**src/rtl/pc_sequencer.sv**
```systemverilog
// Program-address sequencer with call/return stack; `PC_SEQ_SKIP_EN adds a skip input (enable+skip advances by 2).
// One-edge latency on value/depth/error flags, flags combinational from registers; no backpressure, one command per edge.
module pc_sequencer #(
  parameter int ADDR_W      = 12,
  parameter int STACK_DEPTH = 4,
  parameter int WRAP        = 0,
  localparam int DEPTH_W    = $clog2(STACK_DEPTH + 1)
) (
  input  logic               clock,
  input  logic               reset,
  input  logic               enable,
  input  logic               load,
  input  logic [ADDR_W-1:0]  load_data,
  input  logic               call,
  input  logic               ret,
  input  logic               err_clear,
`ifdef PC_SEQ_SKIP_EN
  input  logic               skip,
`endif
  output logic [ADDR_W-1:0]  value,
  output logic [DEPTH_W-1:0] depth,
  output logic               stack_full,
  output logic               stack_empty,
  output logic               at_max,
  output logic               err_overflow,
  output logic               err_underflow
);

  logic [ADDR_W-1:0]  stack [STACK_DEPTH];
  logic [ADDR_W-1:0]  top;
  logic [ADDR_W-1:0]  ret_addr;
  logic [ADDR_W-1:0]  inc_value;
  logic [ADDR_W:0]    sum;
  logic [1:0]         step;
  logic [ADDR_W-1:0]  value_nxt;
  logic [DEPTH_W-1:0] depth_nxt;
  logic               push;
  logic               ovf_set;
  logic               unf_set;

  assign stack_full  = (depth == DEPTH_W'(STACK_DEPTH));
  assign stack_empty = (depth == '0);
  assign at_max      = &value;
  assign ret_addr    = value + 1'b1;

`ifdef PC_SEQ_SKIP_EN
  assign step = skip ? 2'd2 : 2'd1;
`else
  assign step = 2'd1;
`endif

  // The carry out of the widened sum marks a step past all-ones.
  always_comb begin
    sum = {1'b0, value} + {{(ADDR_W-1){1'b0}}, step};
    if (WRAP != 0) begin
      inc_value = sum[ADDR_W-1:0];
    end else begin
      inc_value = sum[ADDR_W] ? '1 : sum[ADDR_W-1:0];
    end
  end

  always_comb begin
    top = stack[0];
    for (int i = 0; i < STACK_DEPTH; i++) begin
      if (depth == DEPTH_W'(i + 1)) top = stack[i];
    end
  end

  always_comb begin
    value_nxt = value;
    depth_nxt = depth;
    push      = 1'b0;
    ovf_set   = 1'b0;
    unf_set   = 1'b0;
    if (load) begin
      value_nxt = load_data;
    end else if (call) begin
      if (!stack_full) begin
        push      = 1'b1;
        depth_nxt = depth + 1'b1;
        value_nxt = load_data;
      end else begin
        ovf_set = 1'b1;
      end
    end else if (ret) begin
      if (!stack_empty) begin
        value_nxt = top;
        depth_nxt = depth - 1'b1;
      end else begin
        unf_set = 1'b1;
      end
    end else if (enable) begin
      value_nxt = inc_value;
    end
  end

  always_ff @(posedge clock) begin
    if (reset) begin
      value         <= '0;
      depth         <= '0;
      err_overflow  <= 1'b0;
      err_underflow <= 1'b0;
    end else begin
      value         <= value_nxt;
      depth         <= depth_nxt;
      // A new error in the same cycle as err_clear keeps the flag set.
      err_overflow  <= ovf_set | (err_overflow & ~err_clear);
      err_underflow <= unf_set | (err_underflow & ~err_clear);
    end
  end

  always_ff @(posedge clock) begin
    if (push && !reset) begin
      for (int i = 0; i < STACK_DEPTH; i++) begin
        if (depth == DEPTH_W'(i)) stack[i] <= ret_addr;
      end
    end
  end

endmodule

```
**config.mk**
```make
export PLATFORM = sky130hd
export DESIGN_NAME = pc_sequencer
export DESIGN_NICKNAME = d
export VERILOG_FILES = /design/src/rtl/pc_sequencer.sv
export SDC_FILE = /design/constraint.sdc
export NUM_CORES = 1
export LEC_CHECK = 0
export ABC_AREA = 1
export BUFFER_PORTS_ARGS = -buffer_cell sky130_fd_sc_hd__clkbuf_2
export CORE_MARGIN = 2
export CORE_UTILIZATION = 39
export CTS_CLUSTER_SIZE = 14
export DETAILED_ROUTE_END_ITERATION = 6
export SLEW_MARGIN = 0
export SYNTH_ARGS = -nofsm -noshare
export SYNTH_HDL_FRONTEND = slang
export SYNTH_SLANG_ARGS = --single-unit
```
**constraint.sdc**
```tcl
create_clock -name clock -period 2.28 [get_ports clock]
set_input_delay 0.228 -clock clock [delete_from_list [all_inputs] [get_ports clock]]
set_output_delay 0.228 -clock clock [all_outputs]
set_load 0.05 [all_outputs]
```
After elaboration in Yosys (flattened, before gate mapping)

Memories as Yosys holds them, arrays and structs flattened.
Index checks and enable logic that the tools add are counted.

Memories kept: 1
Output and inout port bits: 20
ROM bits: 0
Bits in registers: 17
Word-level logic and storage cells: 78
RAM bits: 48
Bits in latches: 0

Add/subtract/negate cells: 4
Reductions and logical operators: 11
Shift-type cells: 0
Bitwise gates (word level): 6
Muxes and demuxes: 44
Divide/modulo/power cells: 0
Eq/ne operators: 8
Order comparisons: 0
Multipliers: 0

Memory list:

| memory | words | width | rd ports | clocked after Yosys merged registers in | write ports | RTL line | text |
|---|---|---|---|---|---|---|---|
| stack  | 4     | 12    | 4        | 0                                       | 1           | 29       | `logic [ADDR_W-1:0] stack [STACK_DEPTH];` |

Operators with widths:

| operator                | count |
|---|---|
| $mux W12                | 13 |
| $reduce_or A12 Y1       | 3 |
| $mux W1                 | 24 |
| $add A12 B1 Y13 const B | 1 |
| $add A12 B1 Y12 const B | 1 |
| $mux W3                 | 4 |
| $reduce_and A12 Y1      | 1 |
| $eq A3 B2 Y1 const B    | 2 |
| $mux W2                 | 3 |
| $ne A2 B2 Y1 const B    | 2 |
| $ne A4 B4 Y1 const B    | 1 |
| $reduce_and A4 Y1       | 1 |
| $reduce_bool A4 Y1      | 1 |
| $add A3 B1 Y3 const B   | 1 |
| $eq A3 B1 Y1 const B    | 1 |
| $eq A3 B3 Y1 const B    | 1 |
| $logic_not A3 Y1        | 1 |
| $ne A3 B3 Y1 const B    | 1 |
| $reduce_and A3 Y1       | 1 |
| $sub A3 B1 Y3 const B   | 1 |
| $and A1 B1 Y1           | 2 |
| $not A1 Y1              | 2 |
| $or A1 B1 Y1            | 2 |
| $reduce_bool A2 Y1      | 1 |
| 2 further kinds         | 2 |

Depth between registers and ports, before layout

Gate-level depths: netlist (run 1).

Depth after elaboration: 11
Mapped depth: 12
Mapped depth without buffers: 11

Least setup slack after synthesis (run 1)

OpenSTA, ideal clock, no wires.

Path kind: register -> register
Start: register depth[0]
End: memory stack[0][0] (enable)
Path slack: -0.623 ns
Library setup time: 0.396 ns
Cell stages (with the launch flop): 8
Data required time: 1.884 ns
Arrival: 2.507 ns
Period minus slack after synthesis: 2.903 ns
Cell sequence: dfxtp_1 -> inv_1 -> ha_1 -> nand2_4 -> inv_2 -> nor4_1 -> inv_1 -> nor3_1

Word-level cells in the longest chain between the ends: 11

RTL lines:

| what                                                       | RTL line | text |
|---|---|---|
| start: declaration                                         | 21       | `output logic [DEPTH_W-1:0] depth,` |
| start signal: assignment                                   | 105      | `depth <= depth_nxt;` |
| $eq A3 B3 Y1 *                                             | 41       | `assign stack_full = (depth == DEPTH_W'(STACK_DEPTH));` |
| named net stack_full                                       | 22       | `output logic stack_full,` |
| $mux W1 *                                                  | 78       | `if (!stack_full) begin` |
| $mux W1 *                                                  | 77       | `end else if (call) begin` |
| $mux W1 *                                                  | 75       | `if (load) begin` |
| $logic_and A1 B1 Y1 *                                      | 113      | `if (push && !reset) begin` |
| $mux W1                                                    | 113      |  |
| $mux W1 (not written as such)                              | 115      | `if (depth == DEPTH_W'(i)) stack[i] <= ret_addr;` |
| $reduce_or A12 Y1 (no line)                                | n/a      |  |
| $mux W2 (no line) or $mux W1 (tied branches) (3 in series) | n/a      |  |
| end: declaration                                           | 29       |  |

Mark *: on every way through the listed nets, which the timed path passes. The rest lies on a longest branch.

Final worst setup path (run 1)

Start: register value[0]
End: output port at_max

Word-level cells in the longest chain between the ends: 1

RTL lines:

| what                     | RTL line | text |
|---|---|---|
| start: declaration       | 20       | `output logic [ADDR_W-1:0] value,` |
| start signal: assignment | 104      | `value <= value_nxt;` |
| $reduce_and A12 Y1       | 43       | `assign at_max = &value;` |
| end: declaration         | 24       | `output logic at_max,` |

No other way between the ends.

==> results of run 1 <==
[per-stage QoR]
step	utilization	total power, µW	hold slack (ns)	setup slack (ns)	instances
global route	0.465	3250	0.162	0.0508	581
CTS	0.465	3120	0.158	0.188	581
finish	0.465	3100	0.164	0.209	581
detailed placement	0.438	1970	0.462	0.423	565
global placement	0.438	1960	0.456	0.435	565
floorplan	-	1830	0.403	-0.0838	426
[sequential cells by signal (all words and copies together), names as in the netlist]
register	cells
depth	3
err_overflow	1
stack	48
err_underflow	1
value	12
[area by class of cell]
cell class | instances | area, µm² | share of cell area
Inverter | 58 | 218 | 0.0534
Tap cell | 108 | 135 | 0.0331
Clock inverter | 6 | 106 | 0.0261
Timing Repair Buffer | 48 | 265 | 0.0651
Sequential cell | 65 | 1780 | 0.438
Multi-Input combinational cell | 286 | 1440 | 0.353
Clock buffer | 10 | 128 | 0.0313
[per-layer routing]
metal | track usage | vias up | part of all wire
met3 | 0.0260 | 8 | 0.045
met5 | 0 | - | 0
met1 | 0.240 | 1247 | 0.49
met2 | 0.271 | 74 | 0.45
met4 | 0.0664 | 0 | 0.013
li1 | - | 1425 | -
[cell usage in the layout (no fill, tap or decap), types with 2 or more instances in the layout]
| cell | Yosys | final |
|---|---|---|
| inv_1 | 56 | 56 |
| ha_1 | 7 | 7 |
| nand2_2 | 7 | 7 |
| inv_2 | 2 | 2 |
| dfxtp_2 | 0 | 2 |
| nand3_1 | 27 | 27 |
| nor2_2 | 4 | 4 |
| edfxtp_1 | 48 | 48 |
| o21ai_0 | 4 | 4 |
| nand3_2 | 7 | 7 |
| nand3_4 | 2 | 2 |
| nor2_1 | 57 | 57 |
| nand4_1 | 3 | 3 |
| xor2_1 | 4 | 4 |
| clkinv_1 | 0 | 2 |
| buf_4 | 5 | 10 |
| bufinv_16 | 0 | 3 |
| nor2_4 | 2 | 2 |
| a21oi_1 | 14 | 14 |
| clkbuf_2 | 0 | 38 |
| nand3b_1 | 2 | 2 |
| a21oi_2 | 11 | 11 |
| clkbuf_8 | 0 | 9 |
| xnor2_1 | 3 | 3 |
| nand2_1 | 127 | 127 |
| dfxtp_1 | 17 | 15 |
[kinds of logic (layout without fill, tap and decap cells)]
logic type | after synthesis | in the layout | share of synthesized area
and+or+nand+nor | 242 | 242 | 0.306
buffers and inverters | 75 | 122 | 0.0941
DFF | 65 | 65 | 0.504
AOI/OAI and AO/OA | 30 | 30 | 0.0541
adders and majority gates | 7 | 7 | 0.0248
xor gates and xnor gates | 7 | 7 | 0.0173
[power breakdown]
group | switching (µW) | leakage, µW | internal [µW]
logic | 409 | 0.00116 | 162
clock network | 434 | 0.000116 | 722
registers | 45.3 | 0.000579 | 1330
[worst max-delay path, delay by kind of cell, from the launching register on]
family	cells	cell delay, ns
and+or+nand+nor	4	0.50
DFF	1	0.44
buffers and inverters	1	0.30
adders and majority gates	1	0.26
[worst max-delay path by stage]
stage | startpoint | cells after the start | endpoint | slack [ns]
after floorplan | depth[0] | 7 | stack[1][0] | -0.08
after global placement | depth[0] | 11 | value[6] | 0.44
after detailed placement | depth[0] | 11 | value[7] | 0.42
after CTS | value[0] | 6 | at_max | 0.19
after global routing | value[0] | 6 | at_max | 0.05
final | value[0] | 6 | at_max | 0.21
==> out/qor.csv, run 1 <==
metric;value;unit
Post-DP Area;3840;µm²
I/O pins;39;
hold depth;4;
Mapped Area;3540;µm²
Pre-antenna DRT Iters;4;
CP Launch Type;register;
Worst Skew;0.00828;ns
Root Driver;clkbuf_8;
layout cell share with drive strength beyond 1;0.214;
die area;9850;µm²
area grow syn2layout;15.2;%
total track usage;0.172;
relative slew slack;0.629;
fill count;893;
post-synthesis sequential area ratio;0.504;
worst setup path class;register to primary output;
Syn Nets;452;
r2r endpoint;value[7];
final period utilization;0.908;
total setup buffers inserted after CTS;0;
Nets;494;
synth unique cells;30;
Port Buffers;38;
largest cells by area after synthesis;edfxtp_1 41%, nand2_1 13%, dfxtp_1 9.6%;
Starting Density;0.404;
Hold Path Sink;err_underflow;
maximum vdd ir drop;0.319;mV
CTS tree;done;
vias per cell;4.74;
RSZ-0062 raised after global routing;no;
global-route wire length before repair;13400;µm
number of global-route vias before repair;2748;
Pleak;0.00185;µW
synth cell count leaders;127 x nand2_1, 57 x nor2_1, 56 x inv_1;
Final GP Congestion;0.831;
cts bufs inserted;9;
FF+latch count, synth;65;
Post-synth EDFFs;48;
worst r2r path cells;11;
worst skew pair latency;0.33;ns
Initial DRC Count;165;
Detailed Route WL;7860;µm
max-slew violation count;0;
CTS clk-pin slew, worst paths;0.07;ns
DR vias;2754;
Fin. Hold Viols;0;
PD cells;761;nW/µm²
initial antenna violation count;0;
GR Overflow Total;0;
antenna viol nets, final;0;
setup TNS;0;ns
Worst Hold Class;primary input to register;
syn avg cell area;8.31;µm²
Clock Tree Buf Depth;2;
average wire per standard cell;13.5;µm
number of H-tree levels;3;
RR Startpoint;depth[0];
top-count cell post-synth;nand2_1;
Async SR Flop Fraction;0;
CTS Hold Bufs;0;
post-route cell area;4080;µm²
Post-Synthesis Cells;426;
Detailed Place HPWL;5690;µm
Worst Path Arrival;1.84;ns
max-cap violation count;0;
Die Height;99.3;µm
Yosys Warn Count;0;
number of core rows;34;
# setup viols final;0;
CP required;2.05;ns
status;finished, final reports clean;
Die Wd;99.3;µm
crit end category;primary output;
flop2flop setup slack;0.35;ns
largest net degree at the start of global routing;25;
fmax;483;MHz
clock sink total;65;
critical path, cell by cell;ha_1, nand2_2, nor2_4, nand3_1, nor3_2, clkbuf_2;
Max Fanout on Critical Path;6;
fin crit period;2.07;ns
main flop type after synthesis;edfxtp_1;
Slowest-stage cell, CP;dfxtp_1;
Max stage delay on crit path;0.44;ns
Core ar.;8760;µm²
worst-margin pin slew;0.556;ns
antenna cells;0;
post-CTS resize count;0;
hold path start;err_clear;
DR DRC count;0;
area fraction of the dominant cell type after synthesis;0.407;
post-synth top area cell;edfxtp_1;
Power figures use the tool's default switching activity.
==> inputs of run 2 (changes only) <==
--- a/config.mk
+++ b/config.mk
@@ -7,11 +7,11 @@
 export LEC_CHECK = 0
 export ABC_AREA = 1
 export BUFFER_PORTS_ARGS = -buffer_cell sky130_fd_sc_hd__clkbuf_2
-export CORE_MARGIN = 2
+export CAP_MARGIN = 15
 export CORE_UTILIZATION = 39
 export CTS_CLUSTER_SIZE = 14
 export DETAILED_ROUTE_END_ITERATION = 6
-export SLEW_MARGIN = 0
+export SLEW_MARGIN = 20
 export SYNTH_ARGS = -nofsm -noshare
 export SYNTH_HDL_FRONTEND = slang
 export SYNTH_SLANG_ARGS = --single-unit
==> run 2 against run 1 <==
  * Clock skew hardly changed
  * Core utilization down 0.44 points
  * Combinational power shrank 0.7%
  * Via count rose by 0.15%
  * Die area fell by 4.0%
  * Sequential power about the same
  * Sequential share of layout area is 0.42 points higher
  * Fmax is 0.29% higher
  * Non-clock buffer count stayed put
  * Cell count unchanged
  * Worst hold slack lost 0.0075 ns
  * Critical path type unchanged
  * Critical endpoint unchanged
  * Highest routed layer unchanged
==> out/qor.csv, run 2 (synthesized netlist as in run 1, its figures left out) <==
metric;value;unit
status;finished, final reports clean;
CTS clk-pin slew, worst paths;0.07;ns
max reg flops;48;
max-slew violation count;0;
Detailed Route WL;7720;µm
post-route cell area;4040;µm²
maximum vdd ir drop;0.290;mV
area grow syn2layout;14.1;%
Die Wd;97.3;µm
sequential share of power;0.472;
fin crit period;2.06;ns
Nets;494;
RSZ-0062 raised after global routing;no;
PD cells;722;nW/µm²
critical path, cell by cell;ha_1, nand2_2, nor2_4, nand3_1, nor3_2, clkbuf_2;
DR DRC count;0;
CP top delay family;simple AND/OR/NAND/NOR gates;
layout cell share with drive strength beyond 1;0.218;
I/O pins;39;
Worst Path Arrival;1.84;ns
most common cell after layout, fill and taps aside;nand2_1;
die area;9460;µm²
antenna cells;0;
number of H-tree levels;3;
Internal;2000;µW
CTS tree;done;
Max Fanout on Critical Path;6;
switching pwr;914;µW
flop2flop setup slack;0.37;ns
Core ar.;8760;µm²
DR vias;2758;
Detailed Place HPWL;5630;µm
Die Height;97.3;µm
RR Startpoint;depth[0];
fmax;484;MHz
GR Overflow Total;0;
antenna viol nets, final;0;
Pre-antenna DRT Iters;4;
Starting Density;0.404;
worst skew pair latency;0.34;ns
largest registers;stack: 48 flops, value: 12 flops, depth: 3 flops;
worst setup path class;register to primary output;
Max stage delay on crit path;0.43;ns
number of global-route vias before repair;2706;
commonest cells after routing, fill and taps aside;127 x nand2_1, 57 x nor2_1, 56 x inv_1;
Root Driver;clkbuf_8;
pre-CTS setup slack;0.406;ns
final worst slack;0.215;ns
Finished Layout Cells;581;
Inst Count DP;565;
largest net degree at the start of global routing;25;
Pleak;0.00183;µW
global-route wire length before repair;13400;µm
total track usage;0.177;
CP Launch Type;register;
Final GP Congestion;0.884;
Worst Hold Class;primary input to register;
hold path start;err_clear;
cts bufs inserted;9;
WHS;0.157;ns
CP required;2.05;ns
Clk pwr share;0.334;
Overall Power;2910;µW
Post-DP Area;3840;µm²
max-cap violation count;0;
crit path launch;value[0];
post-CTS resize count;0;
Slowest-stage cell, CP;dfxtp_1;
initial antenna violation count;0;
clock sink total;65;
worst-margin pin slew;0.529;ns
crit end category;primary output;
average wire per standard cell;13.3;µm
final period utilization;0.906;
Worst Skew;0.00847;ns
CTS Hold Bufs;0;
Initial DRC Count;152;
vias per cell;4.75;
Clock Tree Buf Depth;2;
relative slew slack;0.647;
Biggest register;stack;
fill count;915;
number of core rows;34;
Port Buffers;38;
Buffers & Inverters on Critical Path;1;
Fin. Hold Viols;0;
# setup viols final;0;
Combinational Power Share;0.195;
Sw Share;0.314;
total setup buffers inserted after CTS;0;
run 2: changes by cell type in the layout (fill, tap and decap cells not counted):
cell / before / now
bufinv_16: 3 / 1
clkinv_1: 2 / 0
clkinv_2: 0 / 1
clkinvlp_4: 0 / 2
inv_6: 0 / 1
run 2: final timing paths:
check                       end  cells past startpoint
hold reg to reg   err_underflow                      2
setup / recovery         at_max                      6
setup reg to reg       value[6]                     11
hold / removal    err_underflow                      4
run 2: layout make-up:
cell class                      instances  area, µm²  area share
Clock buffer                           10        128      0.0316
Clock inverter                          6       67.6      0.0167
Inverter                               58        218      0.0539
Multi-Input combinational cell        286       1440       0.357
Sequential cell                        65       1780       0.442
Tap cell                              108        135      0.0335
Timing Repair Buffer                   48        265      0.0657
run 2: power by group through the flow:
stage	logic, µW	clock network, µW	registers, µW
after floorplan	345	0	1480
after global placement	563	0	1400
after detailed placement	569	0	1400
after CTS	571	986	1370
after global routing	634	1040	1380
final	567	972	1370
run 2: worst reg2reg max path, cell delays in order, from the launching register on:
cell and delay (ns):
dfxtp_2 0.36, inv_1 0.11, ha_1 0.19, inv_1 0.05, nor2_2 0.41, nand2_1 0.11, nand3_1 0.11, nand2_1 0.07
a21oi_1 0.16, nand2_1 0.08, nand2_1 0.08, a21oi_2 0.05
run 2: layer usage:
metal / vias up / wire length (µm) / GRT usage
met5: - / 0 / 0
li1: 1424 / - / -
met3: 15 / 402 / 0.0309
met4: 0 / 160 / 0.0769
met2: 76 / 3300 / 0.261
met1: 1243 / 3860 / 0.255
run 2: stage by stage:
stage | util | setup TNS, ns
after detailed placement | 0.438 | 0
final | 0.461 | 0
after global routing | 0.461 | 0
after floorplan | - | -3.01
after global placement | 0.438 | 0
after CTS | 0.461 | 0
==> inputs of run 3 (changes only) <==
--- a/config.mk
+++ b/config.mk
@@ -11,7 +11,9 @@
 export CORE_UTILIZATION = 39
 export CTS_CLUSTER_SIZE = 14
 export DETAILED_ROUTE_END_ITERATION = 6
+export PLACE_DENSITY = 0.69
 export SLEW_MARGIN = 20
 export SYNTH_ARGS = -nofsm -noshare
 export SYNTH_HDL_FRONTEND = slang
 export SYNTH_SLANG_ARGS = --single-unit
+export TNS_END_PERCENT = 100
==> run 3 against run 2 <==
  * Clock skew grew 0.00087 ns
  * Cell area grew 0.81%
  * Clock-buffer cell count shrank 1
  * Register-to-register slack gained 0.02 ns
==> out/qor.csv, run 3 (synthesized netlist as in run 1, its figures left out) <==
metric;value;unit
status;finished, final reports clean;
Port Buffers;38;
crit end category;primary output;
Pleak;0.00185;µW
hold depth;4;
pre-CTS setup slack;0.374;ns
initial antenna violation count;0;
max-slew violation count;0;
PD cells;748;nW/µm²
worst r2r path cells;11;
Worst Hold Class;primary input to register;
largest registers;stack: 48 flops, value: 12 flops, depth: 3 flops;
cts bufs inserted;9;
Detailed Place HPWL;5370;µm
final worst slack;0.193;ns
Clock Tree Buf Depth;2;
number of core rows;34;
total track usage;0.164;
fmax;479;MHz
Worst Skew;0.00934;ns
Detailed Route WL;7390;µm
GR Overflow Total;0;
Starting Density;0.404;
DR DRC count;0;
global-route wire length before repair;12500;µm
Final GP Congestion;0.885;
number of global-route vias before repair;2647;
most common cell after layout, fill and taps aside;nand2_1;
Pre-antenna DRT Iters;5;
antenna cells;0;
post-CTS resize count;0;
Initial DRC Count;175;
Nets;494;
fin crit period;2.09;ns
Root Driver;clkbuf_8;
CP required;2.05;ns
vias per cell;4.77;
fill count;845;
hold path start;err_clear;
FF+latch area;1780;µm²
antenna viol nets, final;0;
Core Util, Final;0.464;
max-cap violation count;0;
Core ar.;8760;µm²
average wire per standard cell;12.7;µm
# setup viols final;0;
setup TNS;0;ns
number of H-tree levels;3;
Overall Power;3050;µW
RR Startpoint;depth[0];
layout cell share with drive strength beyond 1;0.220;
largest net degree at the start of global routing;25;
clock sink total;65;
final period utilization;0.915;
worst skew pair latency;0.34;ns
CTS tree;done;
CTS clk-pin slew, worst paths;0.08;ns
Fin. Hold Viols;0;
die area;9460;µm²
max reg flops;48;
CP Launch Type;register;
Worst Path Arrival;1.86;ns
worst setup path class;register to primary output;
Die Height;97.3;µm
I/O pins;39;
total setup buffers inserted after CTS;0;
post-route cell area;4070;µm²
area occupied by multi-input gates;1440;µm²
worst-margin pin slew;0.526;ns
Hold Path Sink;err_underflow;
flop2flop setup slack;0.39;ns
r2r endpoint;value[9];
Max Fanout on Critical Path;6;
Die Wd;97.3;µm
RSZ-0062 raised after global routing;no;
commonest cells after routing, fill and taps aside;127 x nand2_1, 57 x nor2_1, 56 x inv_1;
Biggest register;stack;
area grow syn2layout;15.0;%
DR vias;2769;
maximum vdd ir drop;0.348;mV
CTS Hold Bufs;0;
Post-DP Area;3840;µm²
relative slew slack;0.649;
run 3: cell types whose count changed in the layout (fill, tap and decap cells not counted), sizes merged:
cell      previous run  this run
clkinv               2         4
clkinvlp             2         0
bufinv               1         2
clkbuf              48        47
run 3: area by class of cell:
type,instances,share of cell area
clock inverter,7,0.0255
multi-input combinational,286,0.354
clock buffer,9,0.0304
inverter,58,0.0535
timing repair buffer,48,0.0652
sequential,65,0.438
tap,108,0.0332
run 3: worst max path at each step:
stage	endpoint	depth (start not counted)	start	slack, ns
2_1_floorplan	stack[1][0]	7	depth[0]	-0.08
3_3_place_gp	value[10]	11	depth[0]	0.42
5_1_grt	at_max	6	value[0]	0.09
6_report	at_max	6	value[0]	0.19
4_1_cts	at_max	6	value[0]	0.18
3_5_place_dp	value[9]	11	depth[0]	0.37
run 3: power breakdown:
group          total, µW  switching, µW  internal [µW]
clock network       1110            480            627
logic                568            406            162
registers           1370           43.5           1330
total               3050            929           2120
run 3: metrics by stage:
stage               hold WS (ns)  cells
global placement           0.454    565
detailed placement         0.463    565
floorplan                  0.403    426
finish                     0.157    581
global route               0.180    581
CTS                        0.144    581
run 3: layer usage:
| layer | GRT usage | vias up | routed length [µm] |
|---|---|---|---|
| met2 | 0.271 | 61 | 3510 |
| met4 | 0.0701 | 0 | 68 |
| met1 | 0.220 | 1274 | 3520 |
| met3 | 0.0151 | 6 | 287 |
| li1 | - | 1428 | - |
| met5 | 0 | - | 0 |
run 3: critical path, cell delays in order (launching register included):
cell and delay, ns:
dfxtp_1 0.43, ha_1 0.27, nand2_2 0.09, nor2_4 0.18, nand3_1 0.14, nor3_2 0.12
clkbuf_2 0.30
